File: config.mk
export PLATFORM = sky130hd
export DESIGN_NAME = dm_write_buffer
export DESIGN_NICKNAME = d
export VERILOG_FILES = /design/src/rtl/dm_write_buffer.sv
export SDC_FILE = /design/constraint.sdc
export NUM_CORES = 1
export LEC_CHECK = 0
export ABC_AREA = 0
export CORE_MARGIN = 1.5
export CORE_UTILIZATION = 30
export CTS_CLUSTER_SIZE = 20
export DETAILED_ROUTE_END_ITERATION = 6
export PLACE_DENSITY = 0.46
export RECOVER_POWER = 50
export REMOVE_ABC_BUFFERS = 1
export SLEW_MARGIN = 0
export SYNTH_ARGS = -nofsm -noshare
export SYNTH_HDL_FRONTEND = slang
export SYNTH_SLANG_ARGS = --single-unit
File: constraint.sdc
create_clock -name clk -period 8.7 [get_ports clk]
set_input_delay 1.305 -clock clk [delete_from_list [all_inputs] [get_ports clk]]
set_output_delay 1.305 -clock clk [all_outputs]
set_load 0.02 [all_outputs]
File: src/rtl/dm_write_buffer.sv
// Posted-write buffer between the core data-memory port and a slow-write backing memory.
// Optional build macro WB_COALESCE_EN: stores to a pending non-head address merge in place.
module dm_write_buffer #(
    parameter int DEPTH = 4,
    parameter int AW    = 32,
    parameter int DW    = 32
) (
    input  logic                       clk,
    input  logic                       rst,
    input  logic                       DM_read,
    input  logic                       DM_write,
    input  logic [AW-1:0]              DM_address,
    input  logic [DW-1:0]              DM_in,
    output logic [DW-1:0]              DM_out,
    output logic [AW-1:0]              mem_rd_addr,
    input  logic [DW-1:0]              mem_rd_data,
    output logic                       mem_wr_req,
    output logic [AW-1:0]              mem_wr_addr,
    output logic [DW-1:0]              mem_wr_data,
    input  logic                       mem_wr_ack,
    output logic [$clog2(DEPTH+1)-1:0] buf_count,
    output logic                       buf_full,
    output logic                       buf_empty,
    output logic                       overflow
);

    localparam int PW = $clog2(DEPTH);
    localparam int CW = $clog2(DEPTH+1);

    logic [AW-1:0]    addr_q [DEPTH];
    logic [DW-1:0]    data_q [DEPTH];
    logic [DEPTH-1:0] valid_q, valid_d;
    logic [PW-1:0]    head_q, head_d;
    logic [PW-1:0]    tail_q, tail_d;
    logic [CW-1:0]    count_q, count_d;
    logic             overflow_q, overflow_d;

    logic             pop, push, coalesce;
    logic             fwd_hit;
    logic [DW-1:0]    fwd_data;
    logic [PW-1:0]    fwd_idx;
`ifdef WB_COALESCE_EN
    logic [PW-1:0]    merge_idx;
`endif

    assign mem_wr_req  = (count_q != '0);
    assign buf_empty   = (count_q == '0);
    assign buf_full    = (count_q == CW'(DEPTH));
    assign buf_count   = count_q;
    assign overflow    = overflow_q;
    assign mem_rd_addr = DM_address;
    assign mem_wr_addr = mem_wr_req ? addr_q[head_q] : '0;
    assign mem_wr_data = mem_wr_req ? data_q[head_q] : '0;

    // Write path: accept, merge or drop the incoming store.
    always_comb begin
        // NOTE: every combinational output gets a default first so no latch is inferred.
        pop      = mem_wr_req && mem_wr_ack;
        coalesce = 1'b0;
`ifdef WB_COALESCE_EN
        merge_idx = '0;
        for (int i = 0; i < DEPTH; i++) begin
            if (DM_write && valid_q[i] && addr_q[i] == DM_address &&
                (PW'(i) != head_q || !mem_wr_req)) begin
                coalesce  = 1'b1;
                merge_idx = PW'(i);
            end
        end
`endif
        push       = DM_write && !coalesce && (!buf_full || pop);
        overflow_d = overflow_q || (DM_write && !coalesce && buf_full && !pop);

        head_d  = pop  ? head_q + PW'(1) : head_q;
        tail_d  = push ? tail_q + PW'(1) : tail_q;
        valid_d = valid_q;
        if (pop)  valid_d[head_q] = 1'b0;
        if (push) valid_d[tail_q] = 1'b1;

        unique case ({push, pop})
            2'b10:   count_d = count_q + CW'(1);
            2'b01:   count_d = count_q - CW'(1);
            default: count_d = count_q;
        endcase
    end

    // Load path: scan oldest to youngest so the last hit is the youngest match.
    always_comb begin
        fwd_hit  = 1'b0;
        fwd_data = '0;
        fwd_idx  = '0;
        for (int i = 0; i < DEPTH; i++) begin
            fwd_idx = head_q + PW'(i);
            if (valid_q[fwd_idx] && addr_q[fwd_idx] == DM_address) begin
                fwd_hit  = 1'b1;
                fwd_data = data_q[fwd_idx];
            end
        end
        if (!DM_read)
            DM_out = '0;
        else if (fwd_hit)
            DM_out = fwd_data;
        else
            DM_out = mem_rd_data;
    end

    always_ff @(posedge clk or posedge rst) begin
        // NOTE: sequential state uses non-blocking assignments only.
        if (rst) begin
            head_q     <= '0;
            tail_q     <= '0;
            count_q    <= '0;
            valid_q    <= '0;
            overflow_q <= 1'b0;
        end else begin
            head_q     <= head_d;
            tail_q     <= tail_d;
            count_q    <= count_d;
            valid_q    <= valid_d;
            overflow_q <= overflow_d;
        end
    end

    // NOTE: the entry array has no reset; valid bits and the output gating cover it.
    always_ff @(posedge clk) begin
        if (push) begin
            addr_q[tail_q] <= DM_address;
            data_q[tail_q] <= DM_in;
        end
`ifdef WB_COALESCE_EN
        if (coalesce)
            data_q[merge_idx] <= DM_in;
`endif
    end

endmodule

Yosys cells after proc, flatten, opt, wreduce, memory -nomap -nowiden
Memories as Yosys holds them, arrays and structs flattened. Index checks and enable logic that the tools add are counted.

Register bits after elaboration: 12. RAM bits: 256. Output and inout port bits: 135. Logic and storage cells: 76. Memories: 2.

Memories: addr_q (depth 4, bits a word 32, read ports 4, clocked after memory_dff 0, write ports 1, RTL line 30) `logic [AW-1:0] addr_q [DEPTH];`; data_q (depth 4, bits a word 32, read ports 4, clocked after memory_dff 0, write ports 1, RTL line 31) `logic [DW-1:0] data_q [DEPTH];`.

Add/sub/neg operators: 6. Order comparisons: 7. Eq/ne operators: 7. Muxes and demuxes: 29. Bitwise operators: 3. Reduce and logical (&&, ||, !) cells: 17.

Operator list (count): $mux W32 (8); $eq A32 B32 Y1 (4); $lt A2 B3 Y1 const B (5); $mux W1 (12); $logic_and A1 B1 Y1 (10); $bmux W1 S2 (4); $mux W4 (2); $pmux W3 S2 (1); $add A2 B1 Y2 const B (2); $add A2 B2 Y2 const B (2); $and A4 B4 Y4 (1); $demux W1 S2 (2); $ge A2 B1 Y1 const B (2); $not A4 Y4 (1); $or A4 B4 Y4 (1); $add A3 B1 Y3 const B (1); $eq A3 B3 Y1 const B (1); $logic_not A3 Y1 (1); $reduce_bool A3 Y1 (1); $sub A3 B1 Y3 const B (1); $eq A2 B1 Y1 const B (1); $eq A2 B2 Y1 const B (1); $logic_not A1 Y1 (2); $logic_or A1 B1 Y1 (2); $reduce_bool A2 Y1 (1).

Depth between registers and ports, before layout
Gate-level depths: netlist (run 1).

Depth after elaboration: 9. Gate-level depth with buffers: 23.

Least setup slack after synthesis (run 1)
No wires, ideal clock.

Kind: register -> output. Start point: reg head_q[1]. End point: out DM_out[29]. Arrival time: 5.544 ns. Data required time: 7.395 ns. Path slack: 1.851 ns. Cell stages (with the launch flop): 22. Path buffers: 12. Path through: dfrtp_1 buf_4 buf_4 buf_4 buf_4 buf_2 clkbuf_1 clkbuf_1 inv_1 ha_1 buf_2 buf_2 buf_1 mux4_2 xnor2_1 nand4_1 nor4_1 and3_1 buf_2 buf_2 a221oi_1 nor3b_1.

Longest elaborated chain between the ends: 9.

Ends and longest elaborated chain: start: declaration (RTL line 33) `logic [PW-1:0] head_q, head_d;`; start signal: assignment (RTL line 109) `head_q <= '0;`; start signal: assignment (RTL line 115) `head_q <= head_d;`; $add A2 B1 Y2 (tied with other cells) (RTL line 92) `fwd_idx = head_q + PW'(i);`; $mem_v2 Z4 W32 (tied with other cells); $eq A32 B32 Y1 (tied with other cells) (RTL line 93) `if (valid_q[fwd_idx] && addr_q[fwd_idx] == DM_address) begin`; $logic_and A1 B1 Y1 (tied with other cells) (RTL line 93); $mux W32 or $mux W1 (tied branches) (3 in a row) (RTL line 93); $mux W32 * (RTL line 100) `else if (fwd_hit)`; $mux W32 * (RTL line 98) `if (!DM_read)`; end: declaration (RTL line 14) `output logic [DW-1:0] DM_out,`.

Every way passes the cells marked *; elsewhere a longest branch is shown, timed or not. The select of a mux whose other input is x is not followed.

Final worst setup path (run 1)
Start point: in DM_address[17]. End point: out DM_out[7].

Longest elaborated chain between the ends: 8.

Ends and longest elaborated chain: start: declaration (RTL line 12) `input logic [AW-1:0] DM_address,`; $eq A32 B32 Y1 (RTL line 93); $logic_and A1 B1 Y1 (RTL line 93); $mux W32 or $mux W1 (tied branches) (4 in a row) (RTL line 93); $mux W32 * (RTL line 100); $mux W32 * (RTL line 98).

Every way passes the cells marked *; elsewhere a longest branch is shown, timed or not.

==> results.ini, run 1 <==
[cts]
cts_buffer_depth=3
clkSinkCount=268
cts_resized=0
ctsHoldBuffers=0
root_buffer=clkbuf_16
numCtsBuffers=36
htreeDepth=2
cts_tree=done
post-cts-setup-buffer-count=0
clk_pin_slew_ps=50
clock_latency_ps=560

[die]
rows=92
die_w_microns=257.0
fp.dieH_microns=257.0
initial_core_util_pct=30.51
die_area_sq_um=66040
coreArea_sq_um=63430
io_pins=236

[sta]
setup_viol=0
clock.fmax_ghz=0.1297
tightest_slew_ps=3196
fin_ws_ps=987.4
rsz0062_at_grt=false
slew_violations=165
min_period_over_period_pct=88.65
period_needed_ps=7713
slew_headroom_pct=-113.1
holdWs_ps=464.3
fin_worst_skew_ps=22.81
hold_viol=0

[yosys]
yosys_warnings=0
ys_seq_elements=268
postSynthCellCount=1363
synth_seq_area_share_pct=41.27
async_flop_share_pct=4.478
synth-main-ff-cell=edfxtp_1
synth-edff-count=256
synth_cell_types=59
syn_area_sq_um=19350
avgSynthCellArea_sq_um=14.20

[worst_setup_path]
crit_path_end_kind=output pin
r2r_start=buf_count[0]
critPathRequiredTime_ps=7390
reg2reg_depth=6
critPathMostFrequentCell=buf_4
critPathLaunchType=input pin
r2r_end=addr_q[0][30]
critPathKind=input pin to output pin
reg2reg_slack_ps=3930
critical_path.slowest_cell=clkdlybuf4s50_1
worstPathCellList=dlygate4sd3_1 -> clkbuf_1 -> and2_1 -> a22oi_1 -> nand4_1 -> a2111oi_0 -> buf_4 -> nand3_1 -> buf_4 -> or2_1 -> nor4b_4 -> buf_4 -> a221oi_2 -> nor3b_2 -> clkdlybuf4s50_1
cpPeakStageDelay_ps=650
cp.arrival_ps=6410
crit_fanout=33

[detailed_routing]
vias=13220
drc=0
totalWireLength_microns=59820
detail-route-antenna-nets=0
drtIter0Drc=911
vias_per_cell=5.562
drt_pass1_iterations=5
wl_per_cell_microns=25.16

[global_route]
grt_max_degree=122
gr-total-overflow=0
grtUsageTotal_pct=17.95
grt_pass1_vias=13520
grt_pass1_wl_microns=89480
antenna_found_initial=6

[placement]
gp_congestion=0.7910
preCtsSetupSlack_ps=1341
hpwl_microns=39340
io_buffers=235
dp_cells=2312

[final_layout]
fin_nets=1615
seq_area_sq_um=7995
nFillCells=6001
multiInputGateArea_sq_um=10340
layout_commonest_cell=edfxtp_1
final_cells=2377
syn_to_final_growth_pct=20.41
final_cell_mix=256 x edfxtp_1, 227 x mux4_2, 167 x clkdlybuf4s50_1
drive_gt1_share_pct=24.26

[min_path]
min_path_cells=1
hold_class=register to register
whs_endpoint=overflow
min_from=overflow

[outcome]
status=finished, violations left
violations=max-capacitance violations, max-slew violations

[power]
irDropWorstVdd_uv=357.7
leakagePower_uw=0.007459
p_total_uw=8571
pwr_density_cell_nw_per_um2=367.8

[flow_run]
drv_cap=4

-- cells by family (layout without fill, tap and decap cells) --
family | count (synthesis) | count (layout) | share of synthesized area, %
multiplexers | 307 | 307 | 30.62
other | 0 | 2 | 0
flip-flops | 268 | 268 | 41.27
AO/OA/AOI/OAI | 138 | 138 | 6.433
XOR/XNOR | 114 | 114 | 5.159
buffers and inverters | 184 | 350 | 5.450
adder cells (fa/ha/maj) | 10 | 10 | 0.6853
AND/OR/NAND/NOR | 342 | 342 | 10.38
-- power by group --
group          total, uW  switching (uW)  internal [uW]
logic               5140            2630           2510
registers           1940             207           1730
clock network       1500             576            922
total               8570            3410           5160
-- per-layer routing --
layer | GRT usage [%] | wire length [microns] | vias to the layer above
met4 | 4.477 | 1169 | 4
li1 | - | - | 5796
met5 | 0 | 26 | -
met1 | 24.65 | 26330 | 6879
met3 | 3.063 | 3473 | 76
met2 | 29.42 | 28820 | 467
-- worst max path at each step --
| stage | slack (ps) | depth (start not counted) | startpoint | to |
|---|---|---|---|---|
| 2_1_floorplan | -15050 | 11 | head_q[0] | DM_out[0] |
| 3_3_place_gp | 1430 | 12 | DM_address[26] | DM_out[7] |
| 3_5_place_dp | 1340 | 12 | DM_address[26] | DM_out[7] |
| 4_1_cts | 920 | 14 | head_q[0] | DM_out[7] |
| 5_1_grt | 600 | 15 | head_q[0] | DM_out[9] |
| 6_report | 990 | 15 | DM_address[17] | DM_out[7] |
-- sequential cells by signal (all words and copies together), names as in the netlist --
name       flops
valid_q        4
tail_q         2
head_q         2
overflow       1
buf_count      3
addr_q       128
data_q       128
-- Yosys cell counts, types with 4 or more instances --
cell type  instances  area share, %
edfxtp_1         256             40
mux4_2           227             26
xnor2_1           90            4.1
nor2_1            78            1.5
mux2i_1           70            3.6
and2_1            61            2.0
buf_4             52            2.0
clkbuf_1          52            1.0
nand2_1           44           0.85
buf_2             41            1.1
nor3_1            40            1.0
nor3b_1           39            1.5
a311o_1           33            1.7
nor3b_2           25            1.6
xor2_1            24            1.1
a221oi_1          21           0.95
inv_1             18           0.35
nand4_1           17           0.55
a221oi_2          15            1.2
o21ai_0           13           0.34
and3_1            12           0.39
dfrtp_1           12            1.6
o22ai_1           11           0.36
mux2_2            10           0.58
buf_6              9           0.52
ha_1               9           0.58
nor4_1             9           0.29
buf_1              7           0.14
nand3_1            6           0.16
a21o_1             5           0.19
a21oi_1            5           0.13
a22oi_1            5           0.19
a2111oi_0          4           0.18
a211oi_1           4           0.16
-- worst max-delay path, delay by kind of cell --
kind | cells | cell delay, ps
buffers and inverters | 6 | 2830
and+or+nand+nor | 6 | 1950
AOI/OAI and AO/OA | 3 | 270
-- through the flow --
stage	area (sq um)	util, %	setup TNS (ps)
floorplan	18370	-	-692140
global placement	22140	34.90	0
detailed placement	22140	34.90	0
CTS	23320	36.78	0
global route	23300	36.73	0
finish	23300	36.74	0
-- layout make-up --
type	count	area share [%]
Clock inverter	18	0.8698
Inverter	19	0.3060
Clock buffer	45	4.236
Tap cell	846	4.542
Sequential cell	268	34.31
Timing Repair Buffer	268	11.32
Multi-Input combinational cell	911	44.39
Antenna cell	2	0.02148
Note: power is estimated with default switching activity, not from simulation.
==> inputs of run 2 (changes only) <==
- PLACE_DENSITY: 0.46 -> 0.48
==> results.ini, run 2 (synthesis gave the netlist of run 1 again) <==
[power]
leakagePower_uw=0.007442
pwr_density_cell_nw_per_um2=366.5
irDropWorstVdd_uv=400.2
p_total_uw=8523

[global_route]
gr-total-overflow=0
grt_pass1_vias=13470
grtUsageTotal_pct=17.69
antenna_found_initial=9
grt_pass1_wl_microns=88210
grt_max_degree=121

[detailed_routing]
detail-route-antenna-nets=0
vias=13240
totalWireLength_microns=59260
drtIter0Drc=920
wl_per_cell_microns=24.92
drt_pass1_iterations=5
vias_per_cell=5.568
drc=0

[final_layout]
largestRegisters=addr_q: 128 flops, data_q: 128 flops, valid_q: 4 flops
layout_commonest_cell=edfxtp_1
nFillCells=6044
utilization_pct=36.67
fin_nets=1614
drive_gt1_share_pct=24.07
seq_area_sq_um=7995
multiInputGateArea_sq_um=10340
syn_to_final_growth_pct=20.16
final_cell_mix=256 x edfxtp_1, 227 x mux4_2, 165 x clkdlybuf4s50_1

[sta]
hold_viol=0
period_needed_ps=7531
fin_worst_skew_ps=13.82
slew_headroom_pct=-100.3
min_period_over_period_pct=86.56
setup_viol=0
slew_violations=137
tightest_slew_ps=3003
clock.fmax_ghz=0.1328
rsz0062_at_grt=false

[cts]
cts_tree=done
clock_latency_ps=540
clkSinkCount=268
cts_resized=0
htreeDepth=2
post-cts-setup-buffer-count=0
root_buffer=clkbuf_16
ctsHoldBuffers=0
numCtsBuffers=35
clk_pin_slew_ps=60
cts_buffer_depth=3

[min_path]
min_path_cells=1
hold_class=register to register

[outcome]
violations=max-capacitance violations, max-slew violations
status=finished, violations left

[die]
io_pins=236
initial_core_util_pct=30.51
coreArea_sq_um=63430
die_area_sq_um=66040
die_w_microns=257.0
rows=92
fp.dieH_microns=257.0

[placement]
io_buffers=235
hpwl_microns=39500
gp_congestion=0.7970

[flow_run]
drv_cap=4

[worst_setup_path]
crit_path_end_kind=output pin
critPathKind=input pin to output pin
critPathLaunchType=input pin
cp.arrival_ps=6230
critPathRequiredTime_ps=7390
crit_fanout=27
reg2reg_depth=6

run 2: layout make-up:
class | instances | area share, %
antenna | 3 | 0.03228
inverter | 19 | 0.3067
timing repair buffer | 268 | 11.24
tap | 846 | 4.552
clock inverter | 19 | 0.8285
multi-input combinational | 911 | 44.48
sequential | 268 | 34.38
clock buffer | 44 | 4.180
run 2: worst paths after layout:
| check | end | start | slack [ps] |
|---|---|---|---|
| min in group asynchronous | valid_q[2] | rst | 1230 |
| max | DM_out[2] | DM_address[10] | 1170 |
| max in group asynchronous | head_q[1] | rst | 7090 |
| max reg2reg | data_q[3][1] | buf_count[0] | 3920 |
| min reg2reg | overflow | overflow | 460 |
| min | overflow | overflow | 460 |
run 2: stage by stage:
stage / TNS, ps / hold WS [ps] / instance area (sq um) / setup WS [ps] / cells
6_report: 0 / 455.3 / 23260 / 1169 / 2378
5_1_grt: 0 / 500.4 / 23250 / 929.8 / 2376
3_5_place_dp: 0 / 447.3 / 22110 / 1376 / 2312
4_1_cts: 0 / 465.3 / 23270 / 1087 / 2375
2_1_floorplan: -692140 / 499.8 / 18370 / -15050 / 1198
3_3_place_gp: 0 / 441.6 / 22110 / 1391 / 2312
run 2: critical path, stage by stage:
cell and delay [ps]:
dlygate4sd3_1 530, clkbuf_1 520, xor2_1 240, nor4_1 780, o2111ai_1 300, nor4_4 800
buf_4 490, a311o_1 310, a221oi_1 120, nor3b_2 190, clkdlybuf4s50_1 620
run 2: metal layers:
| metal | up-vias | wire [microns] | global-route usage [%] |
|---|---|---|---|
| li1 | 5789 | - | - |
| met1 | 6905 | 25750 | 23.74 |
| met2 | 475 | 28920 | 29.53 |
| met3 | 69 | 3289 | 2.866 |
| met4 | 2 | 1282 | 4.935 |
| met5 | - | 13 | 0 |
run 2: where the power goes:
group / internal (uW) / switching, uW
sequential: 1730 / 197
clock: 908 / 558
combinational: 2500 / 2640
==> inputs of run 3 (changes only) <==
- PLACE_DENSITY: 0.48 -> unset
==> results.ini, run 3 (synthesis gave the netlist of run 1 again) <==
[cts]
root_buffer=clkbuf_16
clock_latency_ps=540
numCtsBuffers=34
clkSinkCount=268
clk_pin_slew_ps=60
cts_buffer_depth=3
post-cts-setup-buffer-count=0
cts_resized=0
ctsHoldBuffers=0
htreeDepth=2
cts_tree=done

[sta]
fin_ws_ps=757.9
setup_tns_ps=0
slew_headroom_pct=-32.12
setup_viol=0
rsz0062_at_grt=false
tightest_slew_ps=1982
period_needed_ps=7942
clock.fmax_ghz=0.1259
min_period_over_period_pct=91.29
hold_viol=0
slew_violations=71
fin_worst_skew_ps=15.77

[worst_setup_path]
path_delay_family=buffers and inverters
critical_path.slowest_cell=dfrtp_4
critPathMostFrequentCell=buf_4
path_buf_inv=5
cpPeakStageDelay_ps=980
worstPathCellList=buf_12 -> mux4_2 -> xnor2_1 -> o21ai_0 -> a211oi_1 -> o2111ai_4 -> buf_4 -> nor2_2 -> buf_4 -> nor4b_4 -> buf_4 -> a221oi_1 -> nor3b_2 -> clkdlybuf4s50_1
critPathKind=register to output pin
cp.arrival_ps=6640
crit_fanout=153
critPathLaunchType=register
critPathRequiredTime_ps=7390
crit_path_end_kind=output pin

[global_route]
antenna_found_initial=4
grt_pass1_wl_microns=86090
gr-total-overflow=0
grt_pass1_vias=13390
grtUsageTotal_pct=17.00
grt_max_degree=154

[detailed_routing]
drtIter0Drc=952
drt_pass1_iterations=5
vias_per_cell=5.644
drc=0
totalWireLength_microns=57170
wl_per_cell_microns=24.15
vias=13360
detail-route-antenna-nets=0

[die]
die_area_sq_um=66040
rows=92
io_pins=236
coreArea_sq_um=63430
initial_core_util_pct=30.51
die_w_microns=257.0
fp.dieH_microns=257.0

[final_layout]
syn_to_final_growth_pct=19.67
largestRegisters=addr_q: 128 flops, data_q: 128 flops, valid_q: 4 flops
layout_commonest_cell=edfxtp_1
fin_nets=1608
drive_gt1_share_pct=23.75
final_cells=2367
nFillCells=5982
final_cell_mix=256 x edfxtp_1, 227 x mux4_2, 164 x clkdlybuf4s50_1

[placement]
hpwl_microns=37600
preCtsSetupSlack_ps=1245
io_buffers=235
dp_cells=2307
gp_congestion=0.8586

[power]
leakagePower_uw=0.007378
irDropWorstVdd_uv=248.9
p_total_uw=8360
pwr_density_cell_nw_per_um2=361.0

[flow_run]
drv_cap=3

[outcome]
violations=max-capacitance violations, max-slew violations
status=finished, violations left

[min_path]
hold_class=register to register

==> run 3: per-stage QoR <==
step / hold slack [ps] / util [%] / area, sq um
floorplan: 499.8 / - / 18370
global placement: 447.7 / 34.84 / 22100
detailed placement: 454.0 / 34.84 / 22100
CTS: 467.4 / 36.55 / 23180
global route: 468.4 / 36.51 / 23160
finish: 459.9 / 36.52 / 23160
==> run 3: area by class of cell <==
| class | instances | area (sq um) | share of cell area [%] |
|---|---|---|---|
| clock buffers | 42 | 974.7 | 4.208 |
| clock inverters | 17 | 111.4 | 0.4808 |
| diodes | 1 | 2.502 | 0.01080 |
| well taps | 846 | 1059 | 4.570 |
| repair buffers | 263 | 2597 | 11.21 |
| flip-flops and latches | 268 | 7995 | 34.52 |
| multi-input cells | 911 | 10350 | 44.69 |
| inverters | 19 | 71.32 | 0.3079 |
==> run 3: worst paths after layout <==
kind / slack [ps] / from / endpoint / depth (start not counted)
setup / recovery: 760 / head_q[0] / DM_out[1] / 14
hold / removal: 460 / overflow / overflow / 1
setup reg to reg: 4150 / buf_count[2] / buf_count[2] / 9
hold reg to reg: 460 / overflow / overflow / 1
max in group asynchronous: 7060 / rst / head_q[1] / 2
min in group asynchronous: 1270 / rst / valid_q[0] / 2
==> run 3: where the power goes <==
part | switching, uW | internal [uW]
registers | 287 | 1720
logic | 2500 | 2480
clock network | 548 | 820
total | 3330 | 5030
==> run 3: per-layer routing <==
metal,share of wire [%],up-vias,GRT usage [%]
li1,-,5767,-
met1,42,6916,23.12
met2,49,604,28.53
met3,7.3,73,2.600
met4,1.9,0,3.889
met5,0,-,0
